$ cat src/rtl/boot_sequencer_pkg.sv
// Shared types and helpers for the boot/run controller of pipelined_processor.
package boot_seq_pkg;

  typedef enum logic [2:0] {
    S_IDLE,
    S_LOAD,
    S_HOLD,
    S_RUN,
    S_DONE,
    S_ERR
  } state_e;

  localparam int DEF_HOLD_CYCLES = 5;
  localparam int DEF_MAX_RUN     = 1000;

  // Bits needed to hold 0..n-1, never narrower than one bit.
  function automatic int addr_width(input int n);
    return (n <= 2) ? 1 : $clog2(n);
  endfunction

endpackage

$ cat src/rtl/boot_sequencer_if.sv
// Program-load stream: a valid/ready word channel with an end-of-program marker.
interface boot_sequencer_if #(
  parameter int XLEN = 32
);
  logic            ld_valid;
  logic            ld_ready;
  logic [XLEN-1:0] ld_data;
  logic            ld_last;

  modport master (output ld_valid, output ld_data, output ld_last, input ld_ready);
  modport slave  (input ld_valid, input ld_data, input ld_last, output ld_ready);
endinterface

$ cat src/rtl/boot_sequencer_seq_counter.sv
// Loadable down-counter that stops at zero; zero flag is decoded from the register.
module seq_counter #(
  parameter int WIDTH = 8
) (
  input  logic             clk,
  input  logic             rst_n,
  input  logic             load,
  input  logic [WIDTH-1:0] load_val,
  input  logic             en,
  output logic             zero
);

  logic [WIDTH-1:0] count_q;
  logic [WIDTH-1:0] count_d;

  always_comb begin
    count_d = count_q;
    if (load) begin
      count_d = load_val;
    end else if (en && (count_q != '0)) begin
      count_d = count_q - WIDTH'(1);
    end
  end

  always_ff @(posedge clk or negedge rst_n) begin
    if (!rst_n) begin
      count_q <= '0;
    end else begin
      count_q <= count_d;
    end
  end

  assign zero = (count_q == '0);

endmodule

$ cat src/rtl/boot_sequencer.sv
// Boot/run controller: loads a program into instruction memory, holds the core in
// reset, releases it and watches the fetch PC for a halt address or a cycle budget.
module boot_sequencer
  import boot_seq_pkg::*;
#(
  parameter int XLEN        = 32,
  parameter int IMEM_DEPTH  = 256,
  parameter int AW          = addr_width(IMEM_DEPTH),
  parameter int HOLD_CYCLES = DEF_HOLD_CYCLES,
  parameter int MAX_RUN     = DEF_MAX_RUN
) (
  input  logic                 clk,
  input  logic                 reset,
  input  logic                 start,
  input  logic [XLEN-1:0]      halt_pc,
  boot_sequencer_if.slave      ld,
  output logic                 imem_we,
  output logic [AW-1:0]        imem_addr,
  output logic [XLEN-1:0]      imem_wdata,
  output logic                 cpu_reset,
  input  logic [XLEN-1:0]      pc_f,
  output logic                 busy,
  output logic                 done,
  output logic                 timeout,
  output logic                 overflow,
  output logic [AW:0]          words_loaded,
  output logic [31:0]          run_cycles
);

  localparam int HOLD_W = addr_width(HOLD_CYCLES);
  localparam int RUN_W  = addr_width(MAX_RUN);
  localparam logic [AW:0]     FULL_WORDS = (AW+1)'(IMEM_DEPTH);
  localparam logic [HOLD_W-1:0] HOLD_LOAD = HOLD_W'(HOLD_CYCLES - 1);
  localparam logic [RUN_W-1:0]  RUN_LOAD  = RUN_W'(MAX_RUN - 1);

  state_e state_q, state_d;
  logic            imem_we_q, imem_we_d;
  logic [AW-1:0]   imem_addr_q, imem_addr_d;
  logic [XLEN-1:0] imem_wdata_q, imem_wdata_d;
  logic            cpu_reset_q, cpu_reset_d;
  logic            busy_q, busy_d;
  logic            done_q, done_d;
  logic            timeout_q, timeout_d;
  logic            overflow_q, overflow_d;
  logic [AW:0]     words_q, words_d;
  logic [31:0]     run_q, run_d;
  logic [XLEN-1:0] halt_q, halt_d;
  logic            hold_zero;
  logic            budget_zero;
  logic            load_hs;

  // Both counters reload while their phase is inactive, so entry always starts fresh.
  seq_counter #(.WIDTH(HOLD_W)) u_hold_cnt (
    .clk      (clk),
    .rst_n    (reset),
    .load     (state_q != S_HOLD),
    .load_val (HOLD_LOAD),
    .en       (state_q == S_HOLD),
    .zero     (hold_zero)
  );

  seq_counter #(.WIDTH(RUN_W)) u_budget_cnt (
    .clk      (clk),
    .rst_n    (reset),
    .load     (state_q != S_RUN),
    .load_val (RUN_LOAD),
    .en       (state_q == S_RUN),
    .zero     (budget_zero)
  );

  assign ld.ld_ready = (state_q == S_LOAD);
  assign load_hs     = ld.ld_valid && (state_q == S_LOAD);

  always_comb begin
    state_d      = state_q;
    imem_we_d    = 1'b0;
    imem_addr_d  = imem_addr_q;
    imem_wdata_d = imem_wdata_q;
    done_d       = done_q;
    timeout_d    = timeout_q;
    overflow_d   = overflow_q;
    words_d      = words_q;
    run_d        = run_q;
    halt_d       = halt_q;

    case (state_q)
      S_IDLE, S_DONE, S_ERR: begin
        if (start) begin
          state_d    = S_LOAD;
          done_d     = 1'b0;
          timeout_d  = 1'b0;
          overflow_d = 1'b0;
          words_d    = '0;
          run_d      = '0;
          halt_d     = halt_pc;
        end
      end
      S_LOAD: begin
        if (load_hs) begin
          if (words_q == FULL_WORDS) begin
            overflow_d = 1'b1;
            state_d    = S_ERR;
          end else begin
            imem_we_d    = 1'b1;
            imem_addr_d  = words_q[AW-1:0];
            imem_wdata_d = ld.ld_data;
            words_d      = words_q + (AW+1)'(1);
            if (ld.ld_last) begin
              state_d = S_HOLD;
            end
          end
        end
      end
      S_HOLD: begin
        if (hold_zero) begin
          state_d = S_RUN;
        end
      end
      S_RUN: begin
        if (run_q != '1) begin
          run_d = run_q + 32'd1;
        end
        // Halt takes priority over a budget expiring in the same cycle.
        if (pc_f == halt_q) begin
          state_d = S_DONE;
          done_d  = 1'b1;
        end else if (budget_zero) begin
          state_d   = S_ERR;
          timeout_d = 1'b1;
        end
      end
      default: state_d = S_IDLE;
    endcase

    cpu_reset_d = (state_d != S_RUN);
    busy_d      = (state_d == S_LOAD) || (state_d == S_HOLD) || (state_d == S_RUN);
  end

  always_ff @(posedge clk or negedge reset) begin
    if (!reset) begin
      state_q      <= S_IDLE;
      imem_we_q    <= 1'b0;
      imem_addr_q  <= '0;
      imem_wdata_q <= '0;
      cpu_reset_q  <= 1'b1;
      busy_q       <= 1'b0;
      done_q       <= 1'b0;
      timeout_q    <= 1'b0;
      overflow_q   <= 1'b0;
      words_q      <= '0;
      run_q        <= '0;
      halt_q       <= '0;
    end else begin
      state_q      <= state_d;
      imem_we_q    <= imem_we_d;
      imem_addr_q  <= imem_addr_d;
      imem_wdata_q <= imem_wdata_d;
      cpu_reset_q  <= cpu_reset_d;
      busy_q       <= busy_d;
      done_q       <= done_d;
      timeout_q    <= timeout_d;
      overflow_q   <= overflow_d;
      words_q      <= words_d;
      run_q        <= run_d;
      halt_q       <= halt_d;
    end
  end

  assign imem_we      = imem_we_q;
  assign imem_addr    = imem_addr_q;
  assign imem_wdata   = imem_wdata_q;
  assign cpu_reset    = cpu_reset_q;
  assign busy         = busy_q;
  assign done         = done_q;
  assign timeout      = timeout_q;
  assign overflow     = overflow_q;
  assign words_loaded = words_q;
  assign run_cycles   = run_q;

endmodule
$ cat src/flat_wrapper.sv
// flat-port wrapper written by rule: the top's interface ports become plain ports
module boot_sequencer_flat import boot_seq_pkg::*;
#(
  parameter int XLEN        = 32,
  parameter int IMEM_DEPTH  = 256,
  parameter int AW          = addr_width(IMEM_DEPTH),
  parameter int HOLD_CYCLES = DEF_HOLD_CYCLES,
  parameter int MAX_RUN     = DEF_MAX_RUN
)
  (clk, reset, start, halt_pc, imem_we, imem_addr, imem_wdata, cpu_reset, pc_f, busy, done, timeout, overflow, words_loaded, run_cycles, ld_ld_valid, ld_ld_data, ld_ld_last, ld_ld_ready);
  boot_sequencer_if #(.XLEN(XLEN)) ld_i ();
  input  logic clk;
  input  logic reset;
  input  logic start;
  input  logic [XLEN-1:0] halt_pc;
  output logic imem_we;
  output logic [AW-1:0] imem_addr;
  output logic [XLEN-1:0] imem_wdata;
  output logic cpu_reset;
  input  logic [XLEN-1:0] pc_f;
  output logic busy;
  output logic done;
  output logic timeout;
  output logic overflow;
  output logic [AW:0] words_loaded;
  output logic [31:0] run_cycles;
  input wire logic [$bits(ld_i.ld_valid)-1:0] ld_ld_valid;
  input wire logic [$bits(ld_i.ld_data)-1:0] ld_ld_data;
  input wire logic [$bits(ld_i.ld_last)-1:0] ld_ld_last;
  output wire logic [$bits(ld_i.ld_ready)-1:0] ld_ld_ready;
  assign ld_i.ld_valid = ld_ld_valid;
  assign ld_i.ld_data = ld_ld_data;
  assign ld_i.ld_last = ld_ld_last;
  assign ld_ld_ready = ld_i.ld_ready;
  boot_sequencer #(.XLEN(XLEN), .IMEM_DEPTH(IMEM_DEPTH), .AW(AW), .HOLD_CYCLES(HOLD_CYCLES), .MAX_RUN(MAX_RUN)) u_core (.clk(clk), .reset(reset), .start(start), .halt_pc(halt_pc), .ld(ld_i), .imem_we(imem_we), .imem_addr(imem_addr), .imem_wdata(imem_wdata), .cpu_reset(cpu_reset), .pc_f(pc_f), .busy(busy), .done(done), .timeout(timeout), .overflow(overflow), .words_loaded(words_loaded), .run_cycles(run_cycles));
endmodule
$ cat config.mk
export PLATFORM = sky130hd
export DESIGN_NAME = boot_sequencer_flat
export DESIGN_NICKNAME = d
export VERILOG_FILES = /design/src/rtl/boot_sequencer_pkg.sv /design/src/rtl/boot_sequencer_if.sv /design/src/rtl/boot_sequencer_seq_counter.sv /design/src/rtl/boot_sequencer.sv /design/src/flat_wrapper.sv
export SDC_FILE = /design/constraint.sdc
export NUM_CORES = 1
export LEC_CHECK = 0
export ABC_AREA = 1
export BUFFER_PORTS_ARGS = -buffer_cell sky130_fd_sc_hd__clkbuf_2
export CORE_MARGIN = 2
export CORE_UTILIZATION = 55
export CTS_BUF_LIST = sky130_fd_sc_hd__clkbuf_8
export DETAILED_ROUTE_END_ITERATION = 6
export PLACE_DENSITY_LB_ADDON = 0.15
export SETUP_SLACK_MARGIN = 0.5
export SYNTH_ARGS = -nofsm -noshare
export SYNTH_HDL_FRONTEND = slang
export SYNTH_HIERARCHICAL = 1
export SYNTH_SLANG_ARGS = --single-unit
$ cat constraint.sdc
create_clock -name clk -period 2.34 [get_ports clk]
set_input_delay 0.468 -clock clk [delete_from_list [all_inputs] [get_ports clk]]
set_output_delay 0.468 -clock clk [all_outputs]
set_load 0.02 [all_outputs]
# Word level (Yosys, flattened, before mapping)

Index checks and enable logic that the tools add are counted.

Register bits after elaboration: 135
Latch bits: 0
Memory bits (writable): 0
Bits in read-only memories: 0
Input bits: 101
Output and inout port bits: 88
Word-level logic and storage cells: 94
Memories: 0

$add $sub $neg: 4
$mul: 0
Div/mod/pow operators: 0
Magnitude comparators: 0
Eq/ne operators: 22
Shifts and indexed selects: 0
Multiplexer cells: 31
Bitwise gates (word level): 1
Reductions and logical operators: 22

Operators by type and width:

| operator                                                              | count |
|---|---|
| 32-bit two-way mux                                                    | 2 |
| 32-bit one-hot mux with 2 select lines                                | 1 |
| 32-bit by 1-bit adder with 32-bit output, second input constant       | 1 |
| 32-bit equality test                                                  | 1 |
| 32-bit != test, second input constant                                 | 1 |
| 3-bit two-way mux                                                     | 9 |
| 9-bit two-way mux                                                     | 3 |
| 10-bit two-way mux                                                    | 2 |
| 9-bit one-hot mux with 2 select lines                                 | 1 |
| 3-bit by 2-bit equality test with 1-bit output, second input constant | 4 |
| 3-bit one-hot mux with 4 select lines                                 | 1 |
| 4-bit AND reduction                                                   | 3 |
| 10-bit logical NOT                                                    | 1 |
| 2-bit by 1-bit != test with 1-bit output, second input constant       | 5 |
| 10-bit nonzero test                                                   | 1 |
| 10-bit by 1-bit subtractor with 10-bit output, second input constant  | 1 |
| 9-bit by 1-bit adder with 9-bit output, second input constant         | 1 |
| 9-bit equality test, second input constant                            | 1 |
| 1-bit two-way mux                                                     | 9 |
| 3-bit by 2-bit != test with 1-bit output, second input constant       | 3 |
| 3-bit AND reduction                                                   | 3 |
| 2-bit nonzero test                                                    | 4 |
| 3-bit by 1-bit equality test with 1-bit output, second input constant | 2 |
| 3-bit equality test, second input constant                            | 2 |
| 10 further kinds                                                      | 18 |

# Longest topological paths before layout

Gate-level depths: netlist of the first run.

Depth after elaboration: 7
Gate-level depth with buffers: 12
Gate-level depth less buffers: 12

# Hierarchy

Netlist of the first run, hierarchy kept.

Modules (own cells, without submodules):

| module                             | times used | cells each | area each (µm²) | seq. area each (µm²) |
|---|---|---|---|---|
| boot_sequencer                     | 1          | 791        | 6,128.4         | 3,054.2 |
| seq_counter at u_core.u_budget_cnt | 1          | 118        | 758.2           | 250.2 |
| seq_counter at u_core.u_hold_cnt   | 1          | 27         | 192.7           | 75.1 |

# Worst setup path before layout of the first run

Ideal clock, no wire load.

Path type: reg2reg
From: register u_core.state_q[0]
To: register u_core.u_budget_cnt.count_q[3]
Library setup time: 0.074 ns
Data arrival time: 1.834 ns
Data required time: 2.266 ns
Setup slack: 0.432 ns
Stages on the path, launching flop included: 10
Buffers on the path: 2
Period minus slack after synthesis: 1.908 ns
Cell sequence: dfrtp_1 > nand2_1 > nor2_2 > inv_2 > clkbuf_1 > clkinv_1 > nand2_4 > buf_6 > nand2_1 > o21ai_2

Longest elaborated chain between the ends: 3
Elaborated cells on any way between the ends: 5
Classes of those cells: eq/ne (2); mux (1); reduce/logical (2)

RTL lines:

| element                                        | line                             | text |
|---|---|---|
| start, declared                                | boot_sequencer.sv:36             | `state_e state_q, state_d;` |
| start signal, assigned                         | boot_sequencer.sv:154            | `state_q <= state_d;` |
| 3-bit by 2-bit equality test with 1-bit output | boot_sequencer.sv:67             | `.en (state_q == S_RUN),` |
| 1-bit logical AND                              | boot_sequencer_seq_counter.sv:20 | `end else if (en && (count_q != '0)) begin` |
| 2-bit nonzero test (no source line)            | n/a                              |  |
| end signal, assigned                           | boot_sequencer_seq_counter.sv:29 | `count_q <= count_d;` |
| end, declared                                  | boot_sequencer_seq_counter.sv:13 | `logic [WIDTH-1:0] count_q;` |

Parallel ways exist; a longest one is shown, timed or not.
A chain may end at the register's enable or synchronous reset.

# Final worst setup path of the first run

From: register u_core.words_q[2], in the netlist u_core/words_loaded[2]
To: register u_core.words_q[6], in the netlist u_core/words_loaded[6]

Longest elaborated chain between the ends: 4
Elaborated cells on any way between the ends: 7
Classes of those cells: add/sub (1); eq/ne (2); mux (3); reduce/logical (1)

RTL lines:

| element                                | line                  | text |
|---|---|---|
| start, declared                        | boot_sequencer.sv:45  | `logic [AW:0] words_q, words_d;` |
| start signal, assigned                 | boot_sequencer.sv:163 | `words_q <= words_d;` |
| 9-bit by 1-bit adder with 9-bit output | boot_sequencer.sv:107 | `words_d = words_q + (AW+1)'(1);` |
| 9-bit two-way mux                      | boot_sequencer.sv:100 | `if (words_q == FULL_WORDS) begin` |
| 9-bit two-way mux                      | boot_sequencer.sv:99  | `if (load_hs) begin` |
| 9-bit one-hot mux with 2 select lines  | boot_sequencer.sv:86  | `case (state_q)` |

Parallel ways exist; a longest one is shown, timed or not. The select of a mux whose other input is x is not followed.

==> flow_metrics.py, run 1 <==
metrics = {
    "sta": {
        "max_freq_mhz": 546,
        "setup_violations": 0,
        "fin_crit_sh_pct": 78.3,
        "skew_ns": 0.00919,
        "rsz0062_at_grt": "yes",
        "tns_ns": 0,
        "worst_slack_ns": 0.508,
        "finalHoldViolCount": 0,
        "min_period_ns": 1.83,
        "drv_slew": 0,
    },
    "final_layout": {
        "num_antenna_cells": 0,
        "fillers": 1021,
        "drive_gt1_share_pct": 26.3,
        "final_cell_area_sq_um": 8940,
        "fin_nets": 1263,
        "syn2layout_area_growth_pct": 26.4,
    },
    "clock_network": {
        "numCtsBuffers": 17,
        "ctsHtreeMaxLevel": 4,
        "clkTransAtPathRegs_ns": 0.08,
        "cts_buffer_depth": 2,
        "root_buffer": "clkbuf_8",
        "clock_latency_ns": 0.45,
        "cts_tree": "done",
        "cts_num_sinks": 135,
    },
    "power": {
        "ir_drop_v": 0.000608,
        "power.density_nw_per_um2": 1200,
        "cellLeakagePower_uw": 0.00464,
        "switchingPower_uw": 4580,
        "p_sw_share_pct": 42.8,
        "comb_power_share_pct": 43.5,
        "power.total_uw": 10700,
        "seqPwrFrac_pct": 36.7,
        "power.internal_uw": 6120,
        "clkPwrFrac_pct": 19.8,
    },
    "routing": {
        "vias_per_cell": 5.07,
        "drc_errors": 0,
        "num_vias": 6793,
        "dr.pass1.iters": 7,
        "drtIter0Drc": 507,
        "antenna_left": 0,
        "wl_per_cell_microns": 13.3,
        "wirelength_microns": 17800,
    },
    "global_route": {
        "grt_use_total_pct": 26.5,
        "grt_overflow": 0,
        "grt_max_degree": 57,
        "grt_pass1_vias": 6409,
        "grt_pass1_wl_microns": 29700,
        "antenna_found_initial": 0,
    },
    "logic_synthesis": {
        "yosys.area.top_type_share_pct": 47.4,
        "ys_seq_area_share_pct": 47.7,
        "yosysWarnings": 6,
        "synth_top_area_cell": "dfrtp_1",
        "netlist_area_sq_um": 7080,
        "postSynthCellCount": 936,
        "synth-seq-cells": 135,
        "yosysUniqueCellTypes": 36,
        "yosys-top-cells-area": "dfrtp_1 47%, nand2_1 21%, inv_1 3.8%",
        "synth_area_per_cell_sq_um": 7.56,
    },
    "place": {
        "placed_cell_area_sq_um": 8230,
        "port_buffers": 188,
        "place_congestion": 0.907,
        "pre_cts_slack_ns": 0.346,
        "dp.final_hpwl_microns": 12400,
    },
    "worst_setup_path": {
        "crit_required_ns": 2.68,
        "critPathMaxStageDelay_ns": 0.44,
        "worstSetupStartpointType": "flip-flop",
        "path_cells": "inv_1 > nand2_1 > nor3_1 > nand2_2 > o22ai_2 > buf_6 > buf_4 > nor2_1 > xor2_1 > nor2_1",
        "regToRegStartpoint": "u_core/words_loaded[2]",
        "cp_common_cell": "nor2_1",
        "cp_top_family": "simple AND/OR/NAND/NOR gates",
        "crit_type": "reg2reg",
        "crit_arrival_ns": 2.17,
        "crit_path_end_kind": "flip-flop",
        "slowest_stage": "dfrtp_1",
        "crit_start": "u_core/words_loaded[2]",
        "critPathMaxFanout": 6,
        "worst-path-buf-inv": 3,
    },
    "job": {
        "max-cap-violations": 0,
    },
    "worst_hold_path": {
        "min-delay-start": "ld_ld_data[19]",
        "min_path_type": "in2reg",
    },
    "die": {
        "die_area_sq_um": 13800,
        "die_h_microns": 117,
        "die_w_microns": 117,
        "rows": 41,
        "boundaryPins": 189,
        "start_util_pct": 56.3,
        "design.core.area_sq_um": 12600,
    },
    "outcome": {
        "run_status": "complete, no violations",
    },
}
## area by class of cell
class                           count  area, sq um  area share [%]
Clock buffer                       19          262            2.92
Sequential cell                   135         3380            37.8
Timing Repair Buffer              216         1200            13.4
Inverter                           83          323            3.61
Tap cell                          172          215            2.41
Clock inverter                     13          179            2.00
Multi-Input combinational cell    703         3390            37.9
## cell usage in the layout, fill, tap and decap left out, types with 5 or more instances in the layout
| cell | instances |
|---|---|
| xnor2_1 | 26 |
| inv_1 | 70 |
| nand2_1 | 398 |
| nor3_1 | 17 |
| o22ai_1 | 5 |
| nand3_1 | 39 |
| clkbuf_2 | 186 |
| inv_2 | 10 |
| buf_4 | 23 |
| nand3b_1 | 9 |
| conb_1 | 13 |
| nand2_2 | 8 |
| nor2_2 | 6 |
| dfrtp_1 | 132 |
| clkbuf_8 | 19 |
| xor2_1 | 16 |
| nand4_1 | 13 |
| nor2_1 | 54 |
| o31ai_1 | 6 |
| o21ai_1 | 17 |
| o21ai_2 | 10 |
| a21oi_1 | 9 |
| o21ai_0 | 29 |
## logic make-up after synthesis
| group | count (synthesis) | share of synthesized area, % |
|---|---|---|
| adder cells (fa/ha/maj) | 6 | 1.06 |
| flip-flops | 135 | 47.7 |
| buffers and inverters | 109 | 6.40 |
| other | 2 | 0.106 |
| XOR/XNOR | 42 | 5.20 |
| AO/OA/AOI/OAI | 79 | 6.49 |
| AND/OR/NAND/NOR | 563 | 33.0 |
## worst paths after layout
path / depth (start not counted) / slack [ns] / endpoint
max: 10 / 0.51 / u_core/words_loaded[6]
min: 3 / 0.21 / u_core/imem_wdata[19]
max reg2reg: 10 / 0.51 / u_core/words_loaded[6]
min reg2reg: 2 / 0.47 / u_core/imem_addr[5]
max in group asynchronous: 3 / 1.14 / u_core/cpu_reset
min in group asynchronous: 2 / 0.47 / u_core/halt_q[5]
## per-layer routing
layer,routed length (microns),track usage [%],share of wire (%),up-vias
met1,7660,34.5,43,3137
met3,1230,7.07,6.9,39
li1,-,-,-,3368
met2,8510,42.3,48,249
met5,0,0,0,-
met4,423,11.1,2.4,0
## timing repair
item                                    4_1_cts  5_1_grt
hold endpoints to repair                     32        0
resized for setup                             7       29
endpoints found under the setup margin       30       82
buffers inserted                              3       14
pin swaps                                     1        9
hold buffers                                  1        0
## metrics by stage
step / utilization, % / cells / hold WS [ns]
after floorplan: - / 947 / 0.172
after global placement: 65.5 / 1291 / 0.383
after global routing: 71.2 / 1341 / 0.185
after CTS: 69.4 / 1327 / 0.182
final: 71.2 / 1341 / 0.208
after detailed placement: 65.5 / 1291 / 0.382
## registers in the layout, indices dropped and copies added, names as in the netlist, 3 cells and up
register and count:
u_core/imem_addr 8, u_core/u_budget_cnt/count_q 10, u_core/u_hold_cnt/count_q 3, u_core/imem_wdata 32, u_core/words_loaded 9, u_core/state_q 3
u_core/run_cycles 32, u_core/halt_q 32
## tightest hold or removal path: cells and delay by family
| family | cells | cell delay, ns |
|---|---|---|
| buffers and inverters | 1 | 0.07 |
| and+or+nand+nor | 2 | 0.08 |
## Yosys cell counts, drive strengths merged
cell	count
nand2	408
dfrtp	134
inv	82
nor2	63
o21ai	56
nand3	42
xnor2	26
nor3	21
buf	16
xor2	16
nand4	13
clkbuf	10
a21oi	9
nand3b	9
ha	6
o22ai	6
o31ai	6
or2	4
conb	2
nor4	2
a31oi	1
clkinv	1
dfstp	1
nor3b	1
o21a	1
## power groups by stage
stage | Sequential, uW | Combinational, uW | Clock, uW
final | 3920 | 4660 | 2120
after global routing | 4040 | 5220 | 2280
after CTS | 3900 | 4390 | 2170
after detailed placement | 3940 | 4280 | 0
after global placement | 3910 | 4180 | 0
after floorplan | 4400 | 2540 | 0
No activity file was read; power rests on OpenSTA's default activity.
==> inputs of run 2 (changes only) <==
- clock period: 2.34 -> 1.9 ns (I/O delays scaled with it)
==> run 2 against run 1 <==
Against the previous run:
- the run now fails in global routing
- synthesized cell count unchanged
- area after synthesis unchanged
==> flow_metrics.py, run 2 <==
metrics = {
    "clock_network": {
        "ctsHtreeMaxLevel": 4,
        "root_buffer": "clkbuf_8",
        "numCtsBuffers": 17,
        "cts_buffer_depth": 2,
        "cts_num_sinks": 135,
    },
    "logic_synthesis": {
        "netlist_area_sq_um": 7080,
        "synth_top_area_cell": "dfrtp_1",
        "synthMuxAreaShare_pct": 0,
        "synth-simple-area-share_pct": 33.0,
        "synthXorXnorAreaFrac_pct": 5.20,
        "netlist_top_cells_count": "401 x nand2_1, 134 x dfrtp_1, 72 x inv_1",
        "synth-adder-area-share_pct": 1.06,
        "synth_compound_area_share_pct": 6.49,
        "ys_seq_area_share_pct": 47.7,
        "yosysWarnings": 6,
        "yosysUniqueCellTypes": 36,
        "synth_edf_count": 0,
        "synthFlopType": "dfrtp_1",
        "yosys-top-cells-area": "dfrtp_1 47%, nand2_1 21%, inv_1 3.8%",
        "synth_top_family_by_area": "simple AND/OR/NAND/NOR gates",
        "synth-seq-cells": 135,
        "yosys.area.top_type_share_pct": 47.4,
        "postSynthCellCount": 936,
        "yosysMostFrequentCell": "nand2_1",
        "async_flop_share_pct": 100,
        "synth_area_per_cell_sq_um": 7.56,
    },
    "die": {
        "die_w_microns": 117,
        "die_h_microns": 117,
        "start_util_pct": 56.3,
        "boundaryPins": 189,
        "rows": 41,
    },
    "sta": {
        "endpoint_type": "register data pin",
        "worst_endpoint": "u_core/run_cycles[25]$_DFFE_PN0P_/D",
    },
    "global_route": {
        "grt_max_degree": 44,
    },
    "outcome": {
        "error_line": "[ERROR DPL-0038] Utilization greater than 100%, impossible to legalize",
        "haltStage": "global routing",
        "run_status": "stopped before the end",
    },
    "place": {
        "dp.final_hpwl_microns": 13000,
        "place_congestion": 0.913,
        "port_buffers": 188,
    },
}
[run 2: cell families after synthesis]
logic type,count (synthesis)
AO/OA/AOI/OAI,79
XOR/XNOR,42
adder cells (fa/ha/maj),6
buffers and inverters,109
flip-flops,135
other,2
AND/OR/NAND/NOR,563
[run 2: timing repair]
item                                    CTS
gates resized for setup                 219
endpoints found under the setup margin  176
hold endpoints to repair                 36
cloned                                   11
setup buffers                            81
pin swaps                                30
hold buffers                              1
[run 2: metrics by stage]
step	setup slack, ns	cell area (sq um)	instances	hold WS [ns]
4_1_cts	0.216	10700	1435	0.105
3_5_place_dp	0.0525	8490	1310	0.323
3_3_place_gp	0.122	8490	1310	0.326
2_1_floorplan	0.260	7240	947	0.0844
==> inputs of run 3 (changes only) <==
- CORE_UTILIZATION: 55 -> 40
- CTS_BUF_LIST: sky130_fd_sc_hd__clkbuf_8 -> unset
- SETUP_SLACK_MARGIN: 0.5 -> unset
==> run 3 against run 2 <==
Against the previous run:
- the run now ends clean
==> flow_metrics.py, run 3 (synthesized netlist as in run 1, its figures left out) <==
metrics = {
    "job": {
        "max-cap-violations": 0,
    },
    "power": {
        "cellLeakagePower_uw": 0.00473,
        "ir_drop_v": 0.000900,
        "power.density_nw_per_um2": 1520,
    },
    "sta": {
        "min_period_ns": 1.74,
        "fin_crit_sh_pct": 91.5,
        "tns_ns": 0,
        "drv_slew": 0,
        "skew_ns": 0.00978,
        "rsz0062_at_grt": "no",
        "setup_violations": 0,
        "finalHoldViolCount": 0,
        "max_freq_mhz": 575,
    },
    "worst_setup_path": {
        "regToRegStartpoint": "u_core/run_cycles[2]",
        "path_cells": "inv_1 > nor3_1 > nand3_1 > nor3_1 > nand2_1 > nand3b_1 > o21ai_1",
        "crit_path_end_kind": "flip-flop",
        "critPathMaxFanout": 5,
        "crit_required_ns": 2.20,
        "crit_start": "u_core/run_cycles[2]",
        "crit_type": "reg2reg",
        "crit_arrival_ns": 2.04,
        "cp_common_cell": "nor3_1",
        "worstSetupStartpointType": "flip-flop",
        "slowest_stage": "dfrtp_1",
        "critPathMaxStageDelay_ns": 0.42,
    },
    "final_layout": {
        "drive_gt1_share_pct": 24.6,
        "num_antenna_cells": 0,
        "regArea_sq_um": 3380,
        "layout_commonest_cell": "nand2_1",
        "most-common-layout-cells": "401 x nand2_1, 187 x clkbuf_2, 134 x dfrtp_1, 72 x inv_1, 55 x nor2_1",
        "multi_input_area_sq_um": 3300,
        "final_cell_area_sq_um": 9100,
        "fin_nets": 1262,
        "syn2layout_area_growth_pct": 28.6,
        "fillers": 1721,
    },
    "clock_network": {
        "clkTransAtPathRegs_ns": 0.06,
        "clock_latency_ns": 0.42,
        "cts_tree": "done",
        "root_buffer": "clkbuf_16",
        "ctsHtreeMaxLevel": 4,
        "cts_buffer_depth": 2,
        "numCtsBuffers": 17,
        "cts_num_sinks": 135,
    },
    "worst_hold_path": {
        "min_path_type": "in2reg",
        "min-delay-start": "ld_ld_data[29]",
    },
    "routing": {
        "drc_errors": 0,
        "antenna_left": 0,
        "num_vias": 6501,
        "wl_per_cell_microns": 13.2,
        "drtIter0Drc": 358,
        "vias_per_cell": 4.67,
        "wirelength_microns": 18400,
        "dr.pass1.iters": 5,
    },
    "die": {
        "start_util_pct": 40.9,
        "die_area_sq_um": 18800,
        "rows": 48,
        "die_w_microns": 137,
        "design.core.area_sq_um": 17300,
        "die_h_microns": 137,
        "boundaryPins": 189,
    },
    "global_route": {
        "grt_use_total_pct": 20.4,
        "grt_overflow": 0,
        "grt_pass1_vias": 6098,
        "grt_max_degree": 47,
        "antenna_found_initial": 0,
        "grt_pass1_wl_microns": 29900,
    },
    "place": {
        "placed_cell_area_sq_um": 8440,
        "place_congestion": 0.881,
        "port_buffers": 188,
        "dp.final_hpwl_microns": 13400,
    },
    "outcome": {
        "run_status": "complete, no violations",
    },
}
-- run 3: worst max-delay path, delay by kind of cell (launching register included) --
kind            cells  cell delay, ns
buf+inv             1            0.08
flops               1            0.42
simple gates        5            1.07
compound gates      1            0.06
-- run 3: final timing paths --
path,end,slack [ns],cells after the start
setup reg to reg,u_core/run_cycles[26],0.16,7
setup / recovery,u_core/run_cycles[26],0.16,7
hold / removal,u_core/imem_wdata[29],0.16,3
min in group asynchronous,u_core/run_cycles[25],0.39,2
max in group asynchronous,u_core/timeout,0.87,3
hold reg to reg,u_core/imem_wdata[24],0.47,2
-- run 3: layout make-up --
| type | count | area share (%) |
|---|---|---|
| clock buffers | 21 | 5.17 |
| clock inverters | 10 | 1.87 |
| inverters | 83 | 3.48 |
| multi-input cells | 703 | 36.2 |
| flip-flops and latches | 135 | 37.1 |
| well taps | 225 | 3.09 |
| repair buffers | 215 | 13.1 |
-- run 3: where the power goes --
part | switching (uW) | total [uW] | internal [uW]
Combinational | 3570 | 5500 | 1930
Sequential | 817 | 4790 | 3970
Clock | 1270 | 3570 | 2300
Total | 5660 | 13900 | 8210
-- run 3: what timing repair did --
action	in CTS	in global routing
hold buffers	1	0
buffers inserted	0	0
resized for setup	0	6
setup endpoints to repair	0	43
endpoints found under the hold margin	21	0
-- run 3: layer usage --
layer  track usage, %  wire (microns)
met1             26.8            8350
met2             33.1            8800
met3             4.96             985
met4             6.19             242
met5                0               0
-- run 3: metrics by stage --
stage	cells	utilization, %	hold slack, ns	total power (uW)	worst slack [ns]
final	1392	52.6	0.158	13900	0.161
after global routing	1392	52.6	0.144	15000	0.00161
after CTS	1392	52.6	0.138	14000	0.00751
after detailed placement	1360	48.8	0.265	10400	0.0309
after global placement	1360	48.8	0.270	10300	0.0954
after floorplan	947	-	0.0844	8550	0.0590
